===== src/rtl/counter_run_sequencer.sv =====
// counter_run_sequencer: drives the programmable counter tile through
// load / count / bus-hold / done runs, with abort and ena gating.
module counter_run_sequencer #(
  parameter int unsigned WIDTH       = 8,
  parameter int unsigned HOLD_CYCLES = 4
) (
  input  logic             clk,
  input  logic             rst_n,
  input  logic             ena,
  input  logic             cmd_valid,
  output logic             cmd_ready,
  input  logic [WIDTH-1:0] cmd_start,
  input  logic [WIDTH-1:0] cmd_target,
  input  logic             cmd_mode,
  input  logic             abort,
  input  logic [WIDTH-1:0] cnt_value,
  output logic             cnt_load,
  output logic [WIDTH-1:0] cnt_load_val,
  output logic             cnt_en,
  output logic             cnt_drive,
  output logic             busy,
  output logic             done,
  output logic             aborted,
  output logic [WIDTH-1:0] run_steps
);

  localparam int unsigned HOLD_W = (HOLD_CYCLES > 1) ? $clog2(HOLD_CYCLES) : 1;
  localparam logic [HOLD_W-1:0] HOLD_LAST = HOLD_W'(HOLD_CYCLES - 1);

  typedef enum logic [2:0] {
    S_IDLE,
    S_LOAD,
    S_RUN,
    S_HOLD,
    S_DONE
  } state_t;

  state_t            state;
  logic [WIDTH-1:0]  start_q;
  logic [WIDTH-1:0]  target_q;
  logic              mode_q;
  logic [HOLD_W-1:0] hold_cnt;
  logic              active;
  logic              abort_go;
  logic              at_target;

  // Counter controls decode straight from state so an abort can squash them in the same cycle.
  always_comb begin
    active       = (state == S_LOAD) || (state == S_RUN) || (state == S_HOLD);
    abort_go     = ena && abort && active;
    at_target    = !mode_q && (cnt_value == target_q);
    cmd_ready    = (state == S_IDLE);
    busy         = (state != S_IDLE);
    cnt_load     = ena && !abort_go && (state == S_LOAD);
    cnt_en       = ena && !abort_go && (state == S_RUN) && !at_target;
    cnt_drive    = !abort_go && (state == S_HOLD);
    done         = ena && (state == S_DONE);
    cnt_load_val = start_q;
  end

  always_ff @(posedge clk) begin
    if (!rst_n) begin
      state     <= S_IDLE;
      start_q   <= '0;
      target_q  <= '0;
      mode_q    <= 1'b0;
      hold_cnt  <= '0;
      run_steps <= '0;
      aborted   <= 1'b0;
    end else begin
      aborted <= abort_go;
      if (ena) begin
        if (abort_go) begin
          state <= S_IDLE;
        end else begin
          case (state)
            S_IDLE: begin
              if (cmd_valid) begin
                start_q   <= cmd_start;
                target_q  <= cmd_target;
                mode_q    <= cmd_mode;
                run_steps <= '0;
                state     <= S_LOAD;
              end
            end
            S_LOAD: state <= S_RUN;
            S_RUN: begin
              if (at_target) begin
                hold_cnt <= '0;
                state    <= S_HOLD;
              end else begin
                run_steps <= run_steps + WIDTH'(1);
              end
            end
            S_HOLD: begin
              if (hold_cnt == HOLD_LAST) begin
                state <= S_DONE;
              end else begin
                hold_cnt <= hold_cnt + HOLD_W'(1);
              end
            end
            S_DONE:  state <= S_IDLE;
            default: state <= S_IDLE;
          endcase
        end
      end
    end
  end

endmodule


===== config.mk =====
export PLATFORM = sky130hd
export DESIGN_NAME = counter_run_sequencer
export DESIGN_NICKNAME = d
export VERILOG_FILES = /design/src/rtl/counter_run_sequencer.sv
export SDC_FILE = /design/constraint.sdc
export NUM_CORES = 1
export LEC_CHECK = 0
export ABC_AREA = 0
export ABC_CLOCK_PERIOD_IN_PS = 1700
export BUFFER_PORTS_ARGS = -buffer_cell sky130_fd_sc_hd__buf_2
export CORE_UTILIZATION = 40
export DETAILED_ROUTE_END_ITERATION = 10
export PLACE_DENSITY = 0.72
export SYNTH_ARGS = -nofsm -noshare
export SYNTH_HDL_FRONTEND = slang
export SYNTH_SLANG_ARGS = --single-unit

===== constraint.sdc =====
create_clock -name clk -period 1.7 [get_ports clk]
set_input_delay 0.255 -clock clk [delete_from_list [all_inputs] [get_ports clk]]
set_output_delay 0.255 -clock clk [all_outputs]
set_load 0.02 [all_outputs]

# After elaboration in Yosys (flattened, before gate mapping)
# Cells that the tools add are included.
classes:
  n_eq_ne: 13
  n_bitwise: 1
  n_mux: 11
  add_sub_neg: 2
  n_reduce_logical: 22
ops:
  columns: ["op", "n"]
  rows:
  - ["8-bit 2-to-1 mux", 2]
  - ["8-bit case mux with 2 select lines", 1]
  - ["3-bit 2-to-1 mux", 4]
  - ["3-bit case mux with 4 select lines", 1]
  - ["5-bit AND reduction", 2]
  - ["1-bit logical AND", 9]
  - ["8-bit by 1-bit adder with 8-bit output, second input constant", 1]
  - ["8-bit == test", 1]
  - ["2-bit inequality test, second input constant", 4]
  - ["4-bit AND reduction", 2]
  - ["3-bit by 2-bit == test with 1-bit output, second input constant", 2]
  - ["3-bit by 2-bit inequality test with 1-bit output, second input constant", 2]
  - ["2-bit 2-to-1 mux", 2]
  - ["2-bit case mux with 2 select lines", 1]
  - ["2-bit nonzero test", 2]
  - ["3-bit by 1-bit == test with 1-bit output, second input constant", 1]
  - ["3-bit == test, second input constant", 1]
  - ["1-bit logical NOT", 3]
  - ["3-bit logical NOT", 1]
  - ["3-bit inequality test, second input constant", 1]
  - ["3-bit nonzero test", 1]
  - ["2-bit by 1-bit adder with 2-bit output, second input constant", 1]
  - ["2-bit == test, second input constant", 1]
  - ["1-bit logical OR", 2]
  - ["1-bit inverter", 1]
totals:
  output_inout_bits: 23
  elab_cells: 56
  regBits: 31
  inputBits: 30

# Longest topological paths before layout
logic_depth:
  depth_word: 8
  mapped_depth: 7
  ltp_nobuf: 6

# Worst setup path before layout
# No wires, ideal clock.
synth_timing:
  path_kind: "register to register"
  startpoint: "register state[1]"
  endpoint: "register state[0]"
  path_stages_with_launch: 8
  t_required_ps: 1630
  path_slack_ps: -213
  t_arrival_ps: 1843
  period_less_slack_ps: 1913
  path_buffers: 2
  setup_time_ps: 70
  path_cell_list: "dfxtp_1 clkbuf_1 nor3_1 and3_1 buf_2 a21oi_1 a31o_2 a21oi_1"
synth_lines:
  columns: ["item", "line_no", "rtl"]
  rows:
  - ["start, declared", "38", "state_t state;"]
  - ["start signal, assigned", "63", "state <= S_IDLE;"]
  - ["start signal, assigned", "74", "state <= S_IDLE;"]
  - ["start signal, assigned", "83", "state <= S_LOAD;"]
  - ["3-bit logical NOT *", null, null]
  - ["net cmd_ready", "11", "output logic cmd_ready,"]
  - ["3-bit by 2-bit inequality test with 1-bit output (no source line) or 3-bit case mux with 4 select lines (tied branches)", null, null]
  - ["4-bit AND reduction (no source line) or 3-bit 2-to-1 mux (tied branches)", null, null]
# Mark *: on every way through the listed nets, which the timed path passes. The rest lies on a longest branch.
# A chain may end at the register's enable or synchronous reset.

# Worst setup path after layout
layout_timing:
  startpoint: "register target_q[2]"
  endpoint: "output port cnt_en"
layout_between:
  elab_chain_len: 4
layout_rtl:
  columns: ["item", "line_no", "rtl"]
  rows:
  - ["start, declared", "40", "logic [WIDTH-1:0] target_q;"]
  - ["start signal, assigned", "80", "target_q <= cmd_target;"]
  - ["8-bit == test", "51", "at_target = !mode_q && (cnt_value == target_q);"]
  - ["1-bit logical AND", "51", null]
  - ["1-bit logical NOT", "55", "cnt_en = ena && !abort_go && (state == S_RUN) && !at_target;"]
  - ["1-bit logical AND", "55", null]
  - ["end, declared", "19", "output logic cnt_en,"]
# No other way between the ends.

==> impl_metrics.ini <==
[sta]
worstMarginPinSlew_ps = 337
period_share_pct = 103
min_period_ps = 1750
slew_headroom_pct = 77.4
slew_viol_final = 0
fmax_mhz = 571
fin_ws_ps = -52.2
worst_clock_skew_ps = 8.52
setup_viol = 2
finalHoldViolCount = 0
grt_setup_unrepaired = yes

[synth]
async_flop_share_pct = 0
yosys_most_used_dff = dfxtp_1
synth_area_leaders = dfxtp_1, nand2_1, a21oi_1, xor2_1, nand3_1
yosysUniqueCellTypes = 38
synthCells = 188
synth_nets = 220
syn_area_per_cell_um2 = 7.92
yosysTopAreaCellShare_pct = 41.7
synth_warnings = 0
synth_top_area_cell = dfxtp_1
synth_area_um2 = 1490
synth_seq_cells = 31
synth-edff-count = 0
ys_seq_area_share_pct = 41.7

[worst_setup_path]
path_cells = xor2_1 -> nor4_2 -> a31o_4 -> inv_2 -> buf_6
r2r_start = target_q[6]$_SDFFE_PN0P_
r2r_slack_ps = -10
rr_endpoint = run_steps[7]$_SDFFE_PN0P_
startpoint_type = flop
worstPathRequired_ps = 1440
endpoint_kind = output pin
cp_slowest_cell = nor4_2
critical_path_arrival_ps = 1500
cp_max_fo = 2
slowest_delay_ps = 380
crit_type = flop to output pin
rr_worst_depth = 6
crit_start = target_q[2]$_SDFFE_PN0P_

[die]
rows = 21
io_pins = 53
core_area_um2 = 3440
die_area_um2 = 3970
start_util_pct = 43.3
die_y_um = 63.0
die_w_um = 63.0

[placement]
dpl_cell_area_um2 = 1870
pre_cts_ws_ps = 21.6
place_inst = 290
gp_congestion = 0.818
place.detailed.hpwl_um = 2540
io_buffers = 52

[min_path]
worstHoldPathType = input pin to flop
holdPathStages = 3
hp-start = cmd_target[2]
hold_end = target_q[2]$_SDFFE_PN0P_

[layout]
syn_to_final_growth_pct = 35.7
fin_nets = 284
n_antenna_cell = 0
drive_above_1_share_pct = 37.1
design_area_um2 = 2020
fillers = 345
stdcell_count = 297

[power]
leakage_uw = 0.000887
power_density_nw_per_um2 = 748
ir_worst_vdd_v = 0.000600

[clock_network]
clockBufferDepth = 2
clk_latency_ps = 280
clock-root-buffer = clkbuf_8
clkSinkCount = 31
cts_tree = built
cts_buffers = 5
postCtsHoldBufs = 0
h-tree-depth = 2
clkTransAtPathRegs_ps = 60

[flow_run]
drv_cap = 0

[detailed_routing]
vias = 1516
dr.pass1.iters = 4
wl_per_cell_um = 11.9
wl_um = 3520
drtAntennaViolNets = 0
via_per_inst = 5.10
remaining_drc_errors = 0
drt_iter0_drc = 100

[grt]
grt_pass1_vias = 1326
grt-ovfl-total = 0
grt_pass1_wl_um = 5910
antenna_found_initial = 0
track_usage_pct = 19.1
grt_max_degree = 19

[status]
violations = setup timing
status = finished, violations left
==> sequential cells by signal, summed over array words and instances, names as in the netlist <==
| name | flops |
|---|---|
| state | 3 |
| hold_cnt | 2 |
| target_q | 8 |
| mode_q | 1 |
| run_steps | 8 |
| aborted | 1 |
| cnt_load_val | 8 |
==> layout make-up <==
class | instances | area (um2) | area share, %
flip-flops and latches | 31 | 626 | 31.0
well taps | 46 | 57.6 | 2.85
clock buffers | 6 | 72.6 | 3.59
repair buffers | 69 | 402 | 19.9
multi-input cells | 139 | 841 | 41.6
inverters | 6 | 22.5 | 1.11
==> layer usage <==
| metal | GRT usage (%) | share of wire [%] | vias to the layer above | wire length, um |
|---|---|---|---|---|
| met4 | 8.72 | 2.3 | 0 | 82 |
| li1 | - | - | 776 | - |
| met2 | 30.4 | 47 | 46 | 1650 |
| met5 | 0 | 0 | - | 0 |
| met1 | 23.7 | 44 | 685 | 1560 |
| met3 | 5.47 | 6.3 | 9 | 222 |
==> worst max-delay path by stage <==
stage	endpoint	slack (ps)	cells past startpoint
detailed placement	hold_cnt[1]$_SDFFE_PN0P_	20	7
CTS	cnt_en	-80	6
finish	cnt_en	-50	5
floorplan	cnt_en	20	5
global route	cnt_en	-130	5
global placement	hold_cnt[1]$_SDFFE_PN0P_	40	7
==> worst max-delay path, delay by kind of cell (launching register included) <==
kind	cells	cell delay (ps)
flip-flops	1	320
buffers and inverters	2	160
AND/OR/NAND/NOR	1	380
AO/OA/AOI/OAI	1	220
XOR/XNOR	1	140
==> cell families (layout without fill, tap and decap cells) <==
group                      Yosys count  count (layout)  synth area share [%]
DFF                                 31              31                  41.7
and+or+nand+nor                     85              85                  27.7
adders and majority gates            2               2                  1.68
xor gates and xnor gates             9               9                  5.29
muxes                                2               2                  1.34
AOI/OAI and AO/OA                   41              41                  16.9
buffers and inverters               18              81                  5.38
==> cells in the mapped netlist, drive strengths merged (2+ instances only) <==
master	instances
nand2	47
nor3	3
xor2	8
clkbuf	7
buf	5
a31oi	2
dfxtp	31
nand3	6
ha	2
nor4	4
a21oi	25
nand4b	2
and3	2
or4	4
nand4	4
o21ai	2
inv	5
o22ai	2
o31ai	2
mux2i	2
nor2	8
a31o	2
==> layout by cell type (no fill, tap or decap), types with 2 or more instances in the layout <==
master	synthesis	final
xor2_2	0	2
inv_1	5	4
or4_1	4	2
clkbuf_8	0	5
o22ai_1	2	2
o31ai_1	2	2
dfxtp_2	0	4
nand4b_1	2	2
a31oi_1	2	2
and3_1	2	2
o21ai_0	2	2
nand3_2	0	2
mux2i_1	2	2
or4_4	0	2
nand2_1	46	46
dfxtp_1	31	27
a21oi_1	25	24
buf_6	1	3
nor2_1	8	8
xor2_1	8	6
ha_1	2	2
nand4_1	4	4
nor3_2	0	2
nor4_1	4	3
buf_2	4	51
buf_4	0	15
nand3_1	6	4
==> stage by stage <==
| stage | hold WS, ps | total power, uW | utilization, % | TNS, ps |
|---|---|---|---|---|
| detailed placement | 444 | 991 | 54.5 | 0 |
| CTS | 201 | 1520 | 57.3 | -148 |
| floorplan | 391 | 901 | - | 0 |
| global route | 197 | 1570 | 58.7 | -225 |
| finish | 204 | 1510 | 58.7 | -58.2 |
| global placement | 439 | 988 | 54.5 | 0 |
==> report_power, final <==
part | switching (uW) | leakage (uW) | total (uW) | internal [uW]
Combinational | 127 | 0.000596 | 224 | 96.9
Sequential | 13.3 | 0.000253 | 764 | 751
Clock | 252 | 0.0000371 | 524 | 272
Total | 393 | 0.000887 | 1510 | 1120
==> timing repair <==
item | CTS | global route
resized for setup | 5 | 13
endpoints found under the setup margin | 1 | 11
pin swaps | 3 | 8
cloned | 0 | 0
buffers inserted | 2 | 0
endpoints found under the hold margin | 0 | 0
No activity file was read; power rests on OpenSTA's default activity.
